## config.mk

```make
export PLATFORM = sky130hd
export DESIGN_NAME = wb_merge
export DESIGN_NICKNAME = d
export VERILOG_FILES = /design/src/rtl/wb_merge.sv
export SDC_FILE = /design/constraint.sdc
export NUM_CORES = 1
export LEC_CHECK = 0
export CAP_MARGIN = 20
export CORE_ASPECT_RATIO = 1.25
export CORE_MARGIN = 1.5
export CORE_UTILIZATION = 36
export CTS_BUF_LIST = sky130_fd_sc_hd__clkbuf_8
export DETAILED_ROUTE_END_ITERATION = 10
export PLACE_DENSITY = 0.88
export SLEW_MARGIN = 10
export SYNTH_ARGS = -nofsm -noshare
export SYNTH_HDL_FRONTEND = slang
export SYNTH_SLANG_ARGS = --single-unit
```

## constraint.sdc

```tcl
create_clock -name clk -period 6.3 [get_ports clk]
set_clock_uncertainty 0.2 [all_clocks]
set_input_delay 1.89 -clock clk [delete_from_list [all_inputs] [get_ports clk]]
set_output_delay 1.89 -clock clk [all_outputs]
set_load 0.01 [all_outputs]
```

## src/rtl/wb_merge.sv

```systemverilog
// wb_merge: arbitrates pipeline and multi-cycle producer writes onto the
// single registered register-file write port, with starvation stall request.
module wb_merge #(
    parameter int DW        = 32,
    parameter int NCH       = 4,
    parameter int STALL_MAX = 8
) (
    input  logic                   clk,
    input  logic                   reset,
    input  logic [NCH-1:0]         in_valid,
    output logic [NCH-1:0]         in_ready,
    input  logic [5*NCH-1:0]       in_addr,
    input  logic [DW*NCH-1:0]      in_data,
    output logic                   RFWr_WB,
    output logic [4:0]             RegAddr_WB,
    output logic [DW-1:0]          RegWriteData_WB,
    output logic                   stall_req,
    output logic [$clog2(NCH)-1:0] grant_ch
);
    localparam int CW = $clog2(NCH);
    localparam int WW = $clog2(STALL_MAX + 1);

    logic [NCH-1:0] elig, disc;
    logic           busy, found, gr_hi;
    logic [CW:0]    idx;
    logic [CW-1:0]  gsel;
    logic [CW-1:0]  rr_q, rr_d;
    logic [WW-1:0]  wait_q, wait_d;
    logic           wr_q, wr_d;
    logic [4:0]     addr_q, addr_d;
    logic [DW-1:0]  data_q, data_d;
    logic [CW-1:0]  ch_q, ch_d;

    always_comb begin
        elig = '0;
        disc = '0;
        for (int i = 0; i < NCH; i++) begin
            disc[i] = in_valid[i] & ~(|in_addr[5*i +: 5]);
            if (i != 0)
                elig[i] = in_valid[i] & (|in_addr[5*i +: 5]);
        end
    end

    assign busy = in_valid[0] & (|in_addr[4:0]);

    // Round-robin walk from rr_q, wrapping past NCH-1 back to channel 1.
    always_comb begin
        found = 1'b0;
        gsel  = '0;
        idx   = '0;
        for (int k = 0; k < NCH - 1; k++) begin
            idx = {1'b0, rr_q} + (CW+1)'(k);
            if (idx >= (CW+1)'(NCH))
                idx = idx - (CW+1)'(NCH - 1);
            if (!found && elig[idx[CW-1:0]]) begin
                found = 1'b1;
                gsel  = idx[CW-1:0];
            end
        end
    end

    assign gr_hi = found & ~busy;

    always_comb begin
        in_ready    = disc;
        in_ready[0] = 1'b1;
        if (gr_hi)
            in_ready[gsel] = 1'b1;
    end

    always_comb begin
        rr_d   = rr_q;
        wait_d = wait_q;
        wr_d   = 1'b0;
        addr_d = addr_q;
        data_d = data_q;
        ch_d   = ch_q;
        if (busy) begin
            wr_d   = 1'b1;
            addr_d = in_addr[4:0];
            data_d = in_data[DW-1:0];
            ch_d   = '0;
            if (|elig && wait_q != WW'(STALL_MAX))
                wait_d = wait_q + 1'b1;
        end else if (gr_hi) begin
            wr_d   = 1'b1;
            ch_d   = gsel;
            wait_d = '0;
            rr_d   = (gsel == CW'(NCH - 1)) ? CW'(1) : gsel + 1'b1;
            for (int i = 1; i < NCH; i++) begin
                if (gsel == CW'(i)) begin
                    addr_d = in_addr[5*i +: 5];
                    data_d = in_data[DW*i +: DW];
                end
            end
        end
    end

    always_ff @(posedge clk or negedge reset) begin
        if (!reset) begin
            rr_q   <= CW'(1);
            wait_q <= '0;
            wr_q   <= 1'b0;
            addr_q <= '0;
            data_q <= '0;
            ch_q   <= '0;
        end else begin
            rr_q   <= rr_d;
            wait_q <= wait_d;
            wr_q   <= wr_d;
            addr_q <= addr_d;
            data_q <= data_d;
            ch_q   <= ch_d;
        end
    end

    assign RFWr_WB         = wr_q;
    assign RegAddr_WB      = addr_q;
    assign RegWriteData_WB = data_q;
    assign grant_ch        = ch_q;
    assign stall_req       = (wait_q == WW'(STALL_MAX));

endmodule

```

==> results.json <==
{
  "antenna_found_initial": 0,
  "cts_tree": "done",
  "first_iter_violations": 132,
  "crit_type": "in2out",
  "cts_root_buffer": "clkbuf_8",
  "dpl-instance-area_um2": 5660,
  "power_density_nw_per_um2": 471,
  "clk-insertion-delay-late_ns": 0.30,
  "synth_edf_count": 0,
  "cts.sink_count": 46,
  "cts_buffers": 5,
  "crit_required_ns": 4.21,
  "ctsHoldBuffers": 0,
  "rows": 39,
  "synth_common_cells": "49 x nor2_1, 45 x dfrtp_1, 42 x o21ai_0",
  "hold_end": "grant_ch[0]$_DFFE_PN0P_",
  "dpl.cell_count": 702,
  "fmax_mhz": 161,
  "rrSetupSlack_ns": 1.98,
  "diodes": 0,
  "first_pass_iters": 4,
  "grt_pass1_wl_um": 17800,
  "r2r_start": "rr_q[0]$_DFFE_PN1P_",
  "clkTransAtPathRegs_ns": 0.08,
  "vias": 3602,
  "crit_path_end_kind": "primary output",
  "crit_family": "simple AND/OR/NAND/NOR gates",
  "hp-start": "grant_ch[0]$_DFFE_PN0P_",
  "ios": 199,
  "wire_per_inst_um": 15.3,
  "total_leakage_power_nw": 2.56,
  "crit_chain": "dlygate4sd2_1 -> or4_4 -> o211ai_2 -> a21oi_2 -> nor2_2 -> mux2i_2 -> inv_1 -> buf_4 -> ha_2 -> a22o_1 -> buf_2",
  "htree_levels": 2,
  "maxCapViolations": 0,
  "die_h_um": 113,
  "slowest_stage": "or4_4",
  "r2r_cells": 15,
  "status": "finished, final reports clean",
  "utilization": 0.633,
  "syn_area_per_cell_um2": 9.11,
  "relSlewSlack": 0.513,
  "yosysMostFrequentCell": "nor2_1",
  "yosysTopAreaCell": "dfrtp_1",
  "rsz0062_at_grt": "no",
  "io_buffer_count": 197,
  "grt_max_degree": 76,
  "synth-async-reset-ratio": 1.00,
  "synthTopCellsByArea": "dfrtp_1 33%, mux2_4 13%, mux2i_1 11%, o21ai_0 6.1%, a21oi_1 5.9%",
  "synth_warnings": 0,
  "start_util": 0.375,
  "track_usage": 0.218,
  "finalNetCount": 756,
  "area_growth_pct": 69.1,
  "syn_inst": 379,
  "fin_area_um2": 5840,
  "synth_seq_area_share": 0.334,
  "drive_gt1_frac": 0.178,
  "hold_class": "reg2reg",
  "gp_congestion": 0.906,
  "synth_cell_types": 43,
  "synth_top_area_share": 0.326,
  "drc": 0,
  "fin_crit_sh": 0.985,
  "max-clock-path-buffers": 2,
  "power.total_mw": 2.75,
  "via_per_inst": 5.02,
  "setup_violations": 0,
  "fin_crit_ns": 6.20,
  "fp.dieArea_um2": 10200,
  "finalWirelength_um": 11000,
  "worstMarginPinSlew_ns": 0.725,
  "ant_nets": 0,
  "drv_slew": 0,
  "setup_tns_ns": 0,
  "hold_depth": 1,
  "cp-start-kind": "primary input",
  "place_hpwl_um": 8520,
  "synth_seq_cells": 46,
  "syn_area_um2": 3450,
  "cpPeakStageDelay_ns": 0.56,
  "synth_ff_type": "dfrtp_1",
  "timing.rr.end": "RegWriteData_WB[5]$_DFFE_PN0P_",
  "core_um2": 9220,
  "overflow": 0,
  "finalHoldViolCount": 0,
  "critPathMaxFanout": 3,
  "cp.arrival_ns": 4.11,
  "fp.dieW_um": 90.6,
  "peakVddDrop_uv": 214,
  "fin_cells": 717,
  "synth_nets": 541,
  "grt_pass1_vias": 3788,
  "cp_num_buf_inv": 4
}
==> placed cells by master (no fill, tap or decap), types with 2 or more instances in the layout <==
| cell type | netlist | routed |
|---|---|---|
| a21oi_1 | 41 | 41 |
| a21oi_2 | 2 | 2 |
| a22o_1 | 4 | 4 |
| buf_12 | 3 | 2 |
| buf_2 | 0 | 4 |
| buf_4 | 1 | 33 |
| clkbuf_8 | 0 | 5 |
| clkdlybuf4s50_1 | 0 | 181 |
| dfrtp_1 | 45 | 45 |
| dlygate4sd2_1 | 0 | 9 |
| dlymetal6s2s_1 | 0 | 3 |
| ha_1 | 8 | 6 |
| ha_2 | 0 | 2 |
| inv_1 | 11 | 12 |
| mux2_2 | 7 | 7 |
| mux2_4 | 30 | 30 |
| mux2i_1 | 39 | 38 |
| nand2_1 | 40 | 40 |
| nand4_1 | 2 | 2 |
| nor2_1 | 49 | 47 |
| nor2_2 | 0 | 2 |
| o2111ai_1 | 2 | 2 |
| o211ai_1 | 2 | 2 |
| o211ai_2 | 2 | 2 |
| o21ai_0 | 42 | 39 |
| o21ai_2 | 1 | 4 |
| o31ai_1 | 3 | 2 |
| or4_4 | 4 | 4 |
| xor2_1 | 2 | 2 |
==> worst register-to-register path, stage by stage (launching register included) <==
cell and delay [ns]:
dfstp_2 0.60, inv_1 0.15, ha_1 0.41, nor2b_1 0.21, o21ai_2 0.09, buf_4 0.14
a21oi_2 0.14, nor2_2 0.07, o31ai_4 0.28, buf_6 0.15, ha_2 0.17, buf_4 0.54
nand2b_1 0.26, a21o_2 0.16, buf_12 0.23, mux2_2 0.39
==> worst max path at each step <==
| stage | startpoint | end | slack, ns | depth (start not counted) |
|---|---|---|---|---|
| 2_1_floorplan | in_addr[5] | in_ready[2] | 0.05 | 9 |
| 3_3_place_gp | in_addr[5] | in_ready[1] | -0.44 | 10 |
| 3_5_place_dp | in_addr[5] | in_ready[1] | -0.48 | 10 |
| 4_1_cts | in_addr[9] | in_ready[3] | 0.0009 | 11 |
| 5_1_grt | in_addr[13] | in_ready[3] | 0.008 | 11 |
| 6_report | in_addr[13] | in_ready[3] | 0.1 | 11 |
==> metal layers <==
| metal | GRT usage | part of all wire | up-vias |
|---|---|---|---|
| li1 | - | - | 1768 |
| met1 | 0.232 | 0.37 | 1662 |
| met2 | 0.411 | 0.53 | 152 |
| met3 | 0.0542 | 0.067 | 20 |
| met4 | 0.0804 | 0.029 | 0 |
| met5 | 0 | 0 | - |
==> what timing repair did <==
action | 4_1_cts | 5_1_grt
pin swaps | 12 | 10
endpoints found under the hold margin | 0 | 0
buffers inserted | 5 | 2
setup endpoints to repair | 3 | 3
resized for setup | 33 | 7
==> state kept, by name (all words and copies together), names as in the netlist <==
register	count
rr_q	2
RFWr_WB	1
RegAddr_WB	5
wait_q	4
RegWriteData_WB	32
grant_ch	2
==> logic make-up (layout without fill, tap and decap cells) <==
family / Yosys count / count (layout) / synth area share
compound gates: 109 / 109 / 0.183
simple gates: 100 / 100 / 0.123
mux: 76 / 76 / 0.266
flops: 46 / 46 / 0.334
buf+inv: 36 / 251 / 0.0565
fa+ha+maj: 8 / 8 / 0.0290
xor+xnor: 3 / 3 / 0.00761
other cells: 1 / 1 / 0.00109
==> final cells by class <==
type / count / area [um^2]
Multi-Input combinational cell: 297 / 2170
Clock inverter: 2 / 7.51
Inverter: 11 / 41.3
Tap cell: 123 / 154
Fill cell: 744 / 3380
Clock buffer: 5 / 68.8
Sequential cell: 46 / 1150
Timing Repair Buffer: 233 / 2250
==> stage by stage <==
step | hold slack (ns) | worst slack [ns]
floorplan | 0.304 | 0.0499
global placement | 0.278 | -0.440
detailed placement | 0.289 | -0.479
CTS | 0.315 | 0.000878
global route | 0.326 | 0.00794
finish | 0.311 | 0.0970
==> power breakdown <==
| part | internal [mW] | switching [mW] |
|---|---|---|
| sequential | 0.449 | 0.0952 |
| combinational | 1.12 | 0.922 |
| clock | 0.0733 | 0.0920 |
Note: power is estimated with default switching activity, not from simulation.
